$ cat config.mk
export PLATFORM = sky130hd
export DESIGN_NAME = jtag_scan_ctrl_flat
export DESIGN_NICKNAME = d
export VERILOG_FILES = /design/src/rtl/jtag_scan_ctrl_if.sv /design/src/rtl/jtag_scan_ctrl.sv /design/src/flat_wrapper.sv
export SDC_FILE = /design/constraint.sdc
export NUM_CORES = 1
export LEC_CHECK = 0
export ABC_AREA = 1
export BUFFER_PORTS_ARGS = -buffer_cell sky130_fd_sc_hd__buf_2
export CAP_MARGIN = 20
export CORE_UTILIZATION = 48
export DETAILED_ROUTE_END_ITERATION = 10
export PLACE_DENSITY = 0.76
export SETUP_SLACK_MARGIN = 0.4
export SLEW_MARGIN = 10
export SYNTH_ARGS = -nofsm -noshare
export SYNTH_HDL_FRONTEND = slang
export SYNTH_SLANG_ARGS = --single-unit
$ cat constraint.sdc
create_clock -name tck -period 1.5 [get_ports tck]
set_input_delay 0.075 -clock tck [delete_from_list [all_inputs] [get_ports tck]]
set_output_delay 0.075 -clock tck [all_outputs]
set_load 0.01 [all_outputs]
$ cat src/rtl/jtag_scan_ctrl_if.sv
// Command/response bundle and TAP pins for the JTAG scan sequencer.
// master = sequence layer + target pins, slave = scan controller.
interface jtag_scan_ctrl_if #(
  parameter int MAX_LEN = 32,
  parameter int LEN_W   = $clog2(MAX_LEN + 1)
);
  logic               cmd_valid;
  logic               cmd_ready;
  logic [1:0]         cmd_op;
  logic [LEN_W-1:0]   cmd_len;
  logic [MAX_LEN-1:0] cmd_data;
  logic               rsp_valid;
  logic               rsp_ready;
  logic [MAX_LEN-1:0] rsp_data;
  logic               rsp_err;
  logic               tms;
  logic               tdi;
  logic               tdo;

  modport master (
    output cmd_valid, cmd_op, cmd_len, cmd_data,
    output rsp_ready, tdo,
    input  cmd_ready, rsp_valid, rsp_data, rsp_err,
    input  tms, tdi
  );

  modport slave (
    input  cmd_valid, cmd_op, cmd_len, cmd_data,
    input  rsp_ready, tdo,
    output cmd_ready, rsp_valid, rsp_data, rsp_err,
    output tms, tdi
  );
endinterface

$ cat src/rtl/jtag_scan_ctrl.sv
// JTAG scan sequencer: walks the TAP from Run-Test/Idle for one
// IR/DR scan or TAP reset per command and returns the captured tdo.
module jtag_scan_ctrl #(
  parameter int MAX_LEN = 32,
  parameter int LEN_W   = $clog2(MAX_LEN + 1)
) (
  input logic             tck,
  input logic             trst,
  jtag_scan_ctrl_if.slave bus
);

  localparam int IDX_W = $clog2(MAX_LEN);
  localparam logic [1:0] OP_DR  = 2'd0;
  localparam logic [1:0] OP_IR  = 2'd1;
  localparam logic [1:0] OP_RST = 2'd2;

  typedef enum logic [3:0] {
    IDLE, SEL_DR, SEL_IR, CAPTURE,
    SHIFT, EXIT1, UPDATE, TLR, RESP
  } state_t;

  state_t             state;
  logic [2:0]         tlr_cnt;
  logic [LEN_W-1:0]   cnt;
  logic [LEN_W-1:0]   len_q;
  logic [1:0]         op_q;
  logic [MAX_LEN-1:0] data_q;
  logic [MAX_LEN-1:0] rsp_data_q;
  logic               tms_q;
  logic               tdi_q;
  logic               cmd_ready_q;
  logic               rsp_valid_q;
  logic               rsp_err_q;
  logic               bad_len;
  logic               bad_cmd;
  logic               last;

  assign bus.cmd_ready = cmd_ready_q;
  assign bus.rsp_valid = rsp_valid_q;
  assign bus.rsp_data  = rsp_data_q;
  assign bus.rsp_err   = rsp_err_q;
  assign bus.tms       = tms_q;
  assign bus.tdi       = tdi_q;

  assign bad_len = (bus.cmd_len == '0) ||
                   (bus.cmd_len > LEN_W'(MAX_LEN));
  assign last    = (cnt == len_q - LEN_W'(1));

  always_comb begin
    bad_cmd = 1'b1;
    unique case (1'b1)
      (bus.cmd_op == OP_DR),
      (bus.cmd_op == OP_IR):  bad_cmd = bad_len;
      (bus.cmd_op == OP_RST): bad_cmd = 1'b0;
      default:                bad_cmd = 1'b1;
    endcase
  end

  // State mirrors the target's TAP state during the current cycle;
  // IDLE with cmd_ready low is the first (tms=1) cycle of a scan.
  always_ff @(posedge tck) begin
    if (trst) begin
      state       <= TLR;
      tlr_cnt     <= '0;
      cnt         <= '0;
      len_q       <= '0;
      op_q        <= OP_DR;
      data_q      <= '0;
      rsp_data_q  <= '0;
      tms_q       <= 1'b1;
      tdi_q       <= 1'b0;
      cmd_ready_q <= 1'b0;
      rsp_valid_q <= 1'b0;
      rsp_err_q   <= 1'b0;
    end else begin
      case (state)
        IDLE: begin
          if (cmd_ready_q) begin
            if (bus.cmd_valid) begin
              cmd_ready_q <= 1'b0;
              op_q        <= bus.cmd_op;
              len_q       <= bus.cmd_len;
              data_q      <= bus.cmd_data;
              rsp_data_q  <= '0;
              cnt         <= '0;
              if (bad_cmd) begin
                state       <= RESP;
                rsp_valid_q <= 1'b1;
                rsp_err_q   <= 1'b1;
              end else if (bus.cmd_op == OP_RST) begin
                state   <= TLR;
                tlr_cnt <= 3'd1;
                tms_q   <= 1'b1;
              end else begin
                tms_q <= 1'b1;
              end
            end
          end else begin
            state <= SEL_DR;
            tms_q <= (op_q == OP_IR);
          end
        end
        SEL_DR: begin
          state <= (op_q == OP_IR) ? SEL_IR : CAPTURE;
          tms_q <= 1'b0;
        end
        SEL_IR: begin
          state <= CAPTURE;
          tms_q <= 1'b0;
        end
        CAPTURE: begin
          state <= SHIFT;
          cnt   <= '0;
          tms_q <= (len_q == LEN_W'(1));
          tdi_q <= data_q[0];
        end
        SHIFT: begin
          rsp_data_q[cnt[IDX_W-1:0]] <= bus.tdo;
          data_q <= data_q >> 1;
          if (last) begin
            state <= EXIT1;
            tms_q <= 1'b1;
            tdi_q <= 1'b0;
          end else begin
            cnt   <= cnt + LEN_W'(1);
            tms_q <= (cnt + LEN_W'(2) == len_q);
            tdi_q <= data_q[1];
          end
        end
        EXIT1: begin
          state <= UPDATE;
          tms_q <= 1'b0;
        end
        UPDATE: begin
          state       <= RESP;
          tms_q       <= 1'b0;
          rsp_valid_q <= 1'b1;
          rsp_err_q   <= 1'b0;
        end
        TLR: begin
          // Five tms=1 cycles reach Test-Logic-Reset from anywhere.
          if (tlr_cnt == 3'd6) begin
            tms_q <= 1'b0;
            if (op_q == OP_RST) begin
              state       <= RESP;
              rsp_valid_q <= 1'b1;
              rsp_err_q   <= 1'b0;
            end else begin
              state       <= IDLE;
              cmd_ready_q <= 1'b1;
            end
          end else begin
            tlr_cnt <= tlr_cnt + 3'd1;
            tms_q   <= (tlr_cnt < 3'd5);
          end
        end
        RESP: begin
          if (bus.rsp_ready) begin
            state       <= IDLE;
            rsp_valid_q <= 1'b0;
            rsp_err_q   <= 1'b0;
            cmd_ready_q <= 1'b1;
          end
        end
        default: begin
          state   <= TLR;
          tlr_cnt <= '0;
          tms_q   <= 1'b1;
        end
      endcase
    end
  end

endmodule

$ cat src/flat_wrapper.sv
// flat-port wrapper written by rule: the top's interface ports become plain ports
module jtag_scan_ctrl_flat 
#(
  parameter int MAX_LEN = 32,
  parameter int LEN_W   = $clog2(MAX_LEN + 1)
)
  (tck, trst, bus_cmd_valid, bus_cmd_op, bus_cmd_len, bus_cmd_data, bus_rsp_ready, bus_tdo, bus_cmd_ready, bus_rsp_valid, bus_rsp_data, bus_rsp_err, bus_tms, bus_tdi);
  jtag_scan_ctrl_if #(.MAX_LEN(MAX_LEN), .LEN_W(LEN_W)) bus_i ();
  input logic tck;
  input logic trst;
  input wire logic [$bits(bus_i.cmd_valid)-1:0] bus_cmd_valid;
  input wire logic [$bits(bus_i.cmd_op)-1:0] bus_cmd_op;
  input wire logic [$bits(bus_i.cmd_len)-1:0] bus_cmd_len;
  input wire logic [$bits(bus_i.cmd_data)-1:0] bus_cmd_data;
  input wire logic [$bits(bus_i.rsp_ready)-1:0] bus_rsp_ready;
  input wire logic [$bits(bus_i.tdo)-1:0] bus_tdo;
  output wire logic [$bits(bus_i.cmd_ready)-1:0] bus_cmd_ready;
  output wire logic [$bits(bus_i.rsp_valid)-1:0] bus_rsp_valid;
  output wire logic [$bits(bus_i.rsp_data)-1:0] bus_rsp_data;
  output wire logic [$bits(bus_i.rsp_err)-1:0] bus_rsp_err;
  output wire logic [$bits(bus_i.tms)-1:0] bus_tms;
  output wire logic [$bits(bus_i.tdi)-1:0] bus_tdi;
  assign bus_i.cmd_valid = bus_cmd_valid;
  assign bus_i.cmd_op = bus_cmd_op;
  assign bus_i.cmd_len = bus_cmd_len;
  assign bus_i.cmd_data = bus_cmd_data;
  assign bus_i.rsp_ready = bus_rsp_ready;
  assign bus_i.tdo = bus_tdo;
  assign bus_cmd_ready = bus_i.cmd_ready;
  assign bus_rsp_valid = bus_i.rsp_valid;
  assign bus_rsp_data = bus_i.rsp_data;
  assign bus_rsp_err = bus_i.rsp_err;
  assign bus_tms = bus_i.tms;
  assign bus_tdi = bus_i.tdi;
  jtag_scan_ctrl #(.MAX_LEN(MAX_LEN), .LEN_W(LEN_W)) u_core (.tck(tck), .trst(trst), .bus(bus_i));
endmodule
==> flow_metrics.tcl <==
set metrics [dict create \
    status "finished with violations" \
    violations "hold timing, setup timing" \
    clockBufferDepth 2 \
    cp_cell_sequence "nor2_4 > nand2_4 > inv_4 > nand2_4 > o21ai_4 > clkinv_4 > buf_6 > clkbuf_16 > a31oi_1" \
    die_h_um 102 \
    ir_drop_uv 967 \
    antenna_found_initial 0 \
    hpwl_um 8920 \
    cp-start-kind "flip-flop" \
    ys_seq_area_share_pct 37.7 \
    ys_ff_latch 90 \
    dieArea_mm2 0.0104 \
    vias 5853 \
    synth_cell_type_count 32 \
    gp_congestion 0.921 \
    fin_cells 1028 \
    die_x_um 102 \
    synth_ff_type "dfxtp_1" \
    synth-edff-count 0 \
    cp_num_cells 9 \
    fin_util_pct 75.5 \
    drc_errors 0 \
    r2r-start "u_core.state[1]$_SDFFE_PP1P_" \
    first_global_vias 5127 \
    cpLargestDelayFamily "buffers and inverters" \
    synthArstFlopShare_pct 0 \
    worst_slack_ns -0.399 \
    nets 945 \
    n_antenna_cell 0 \
    overflow 0 \
    syn-mean-instance-area_um2 6.68 \
    grt_usage_pct 27.2 \
    setup_viol 80 \
    layout-area-overhead-vs-synth_pct 53.7 \
    finClkSkew_ns 0.0194 \
    hp-start "bus_cmd_len[2]" \
    place_area_mm2 0.00583 \
    synth.most_common_cell "nand2_1" \
    dr.pass1.iters 5 \
    critPathKind "reg2reg" \
    period_share_pct 127 \
    synth.top_cells.by_area "dfxtp_1, nand2_1, nor2_1, a21oi_1, nand3_1" \
    holdWs_ns -0.0193 \
    first_iter_violations 337 \
    drv_cap 0 \
    dp.cells 957 \
    worst_pin_slew_ns 0.466 \
    critPathRequiredTime_ns 1.75 \
    routed_via_density 5.69 \
    critPathBufInv 4 \
    grt_max_degree 47 \
    hold_depth 3 \
    grt_setup_unrepaired "true" \
    cts_sinks 90 \
    cts_tree "built" \
    fin_area_mm2 0.00735 \
    finalMaxSlewViolations 0 \
    reg2regPathDepth 9 \
    totalPowerFinal_uw 9080 \
    initial_core_util_pct 49.1 \
    cp-end-kind "flip-flop" \
    rows 36 \
    synth_area_leader_cell "dfxtp_1" \
    power.density_mw_per_mm2 1240 \
    hold_viol_final 4 \
    arrival_ns 2.14 \
    pin_count 82 \
    antenna_left 0 \
    synth_common_cells "nand2_1, dfxtp_1, nor2_1" \
    clk_pin_slew_ns 0.11 \
    synth_top_area_share_pct 37.7 \
    path_max_fanout 8 \
    cpPeakStageDelay_ns 0.38 \
    core_mm2 0.00973 \
    drive_gt1_share_pct 38.0 \
    grt_pass1_wl_um 22500 \
    clk-insertion-delay-late_ns 0.38 \
    numCtsBuffers 9 \
    startpoint "u_core.state[1]$_SDFFE_PP1P_" \
    post-place-ws_ns -0.120 \
    cellLeakagePower_uw 0.00308 \
    netlist_area_mm2 0.00478 \
    cts_max_level 3 \
    synth_nets 770 \
    path_common_cell "nand2_4" \
    syn-instance-count 716 \
    synth_warnings 0 \
    cpMaxStageDelayCell "dfxtp_4" \
    fmax_mhz 527 \
    clock-root-buffer "clkbuf_8" \
    timing.final.crit_period_ns 1.90 \
    slew_headroom_pct 68.6 \
    io_buffers 81 \
    wl_per_cell_um 17.3 \
    drt-total-wl_um 17800 \
    hp-class "in2reg" \
]
[final cells by class]
class | instances | area [um^2]
Timing Repair Buffer | 200 | 1690
Sequential cell | 90 | 1820
Tap cell | 133 | 166
Clock inverter | 5 | 40.0
Multi-Input combinational cell | 538 | 3290
Clock buffer | 10 | 128
Fill cell | 656 | 2380
Timing Repair inverter | 1 | 8.76
Inverter | 51 | 204
[cell usage in the layout (no fill, tap or decap), types with 4 or more instances in the layout]
master	n
dfxtp_1	80
buf_6	6
a21oi_2	7
clkbuf_8	9
o21ai_2	35
nand3_2	9
inv_1	34
a31oi_1	12
nand2_2	28
o21ai_1	19
nor2_1	71
nor2_4	7
inv_2	12
xor2_1	5
dfxtp_2	6
buf_4	58
nor2_2	8
nand2_4	8
o21ai_4	4
clkbuf_16	5
a21oi_1	53
nand3_1	37
ha_1	6
nand2_1	168
dlygate4sd3_1	35
buf_2	81
dfxtp_4	4
buf_12	9
o21ai_0	24
a31oi_4	19
[flip-flops by register name, indices dropped and copies added (netlist names), 2 cells and up]
name and cells:
u_core.bus.rsp_data 32, u_core.data_q 32, u_core.cnt 6, u_core.len_q 6
u_core.state 4, u_core.tlr_cnt 3, u_core.op_q 2
[power breakdown]
group | internal, uW | switching (uW)
clock network | 608 | 992
registers | 2730 | 321
logic | 1810 | 2610
[cell families after synthesis]
family / synth area share, %
AND/OR/NAND/NOR: 30.1
AO/OA/AOI/OAI: 20.5
flip-flops: 37.7
buffers and inverters: 8.06
adder cells (fa/ha/maj): 2.36
XOR/XNOR: 1.28
[metal layers]
layer / GRT usage [%] / vias to the layer above / routed length (um)
li1: - / 2714 / -
met1: 32.0 / 2687 / 6550
met2: 48.4 / 346 / 8770
met3: 5.18 / 106 / 1310
met4: 11.1 / 0 / 1140
met5: 0 / - / 0
[worst reg2reg max path, delay by kind of cell, from the launching register on]
| family | cells | cell delay (ns) |
|---|---|---|
| and+or+nand+nor | 3 | 0.35 |
| AOI/OAI and AO/OA | 2 | 0.46 |
| DFF | 1 | 0.38 |
| buffers and inverters | 4 | 0.58 |
[path summary, 6_finish.rpt]
check	end	slack (ns)
setup / recovery	u_core.data_q[0]$_SDFFE_PP0P_	-0.40
hold / removal	u_core.len_q[2]$_SDFFE_PP0P_	-0.02
setup reg to reg	u_core.data_q[0]$_SDFFE_PP0P_	-0.40
hold reg to reg	u_core.bus.rsp_data[6]$_SDFFE_PP0P_	0.46
[timing repair]
action / CTS / global route
hold endpoints to repair: 36 / 1
gates cloned: 3 / 7
endpoints found under the setup margin: 90 / 90
pin swaps: 12 / 11
setup buffers: 3 / 8
resized for setup: 34 / 127
hold buffers: 34 / 1
[per-stage QoR]
step / setup TNS, ns / hold WS, ns
global placement: -2.22 / 0.342
floorplan: 0 / 0.235
global route: -13.39 / 0.00314
CTS: -0.812 / 0.00114
detailed placement: -4.16 / 0.350
finish: -9.32 / -0.0193
Power figures use the tool's default switching activity.
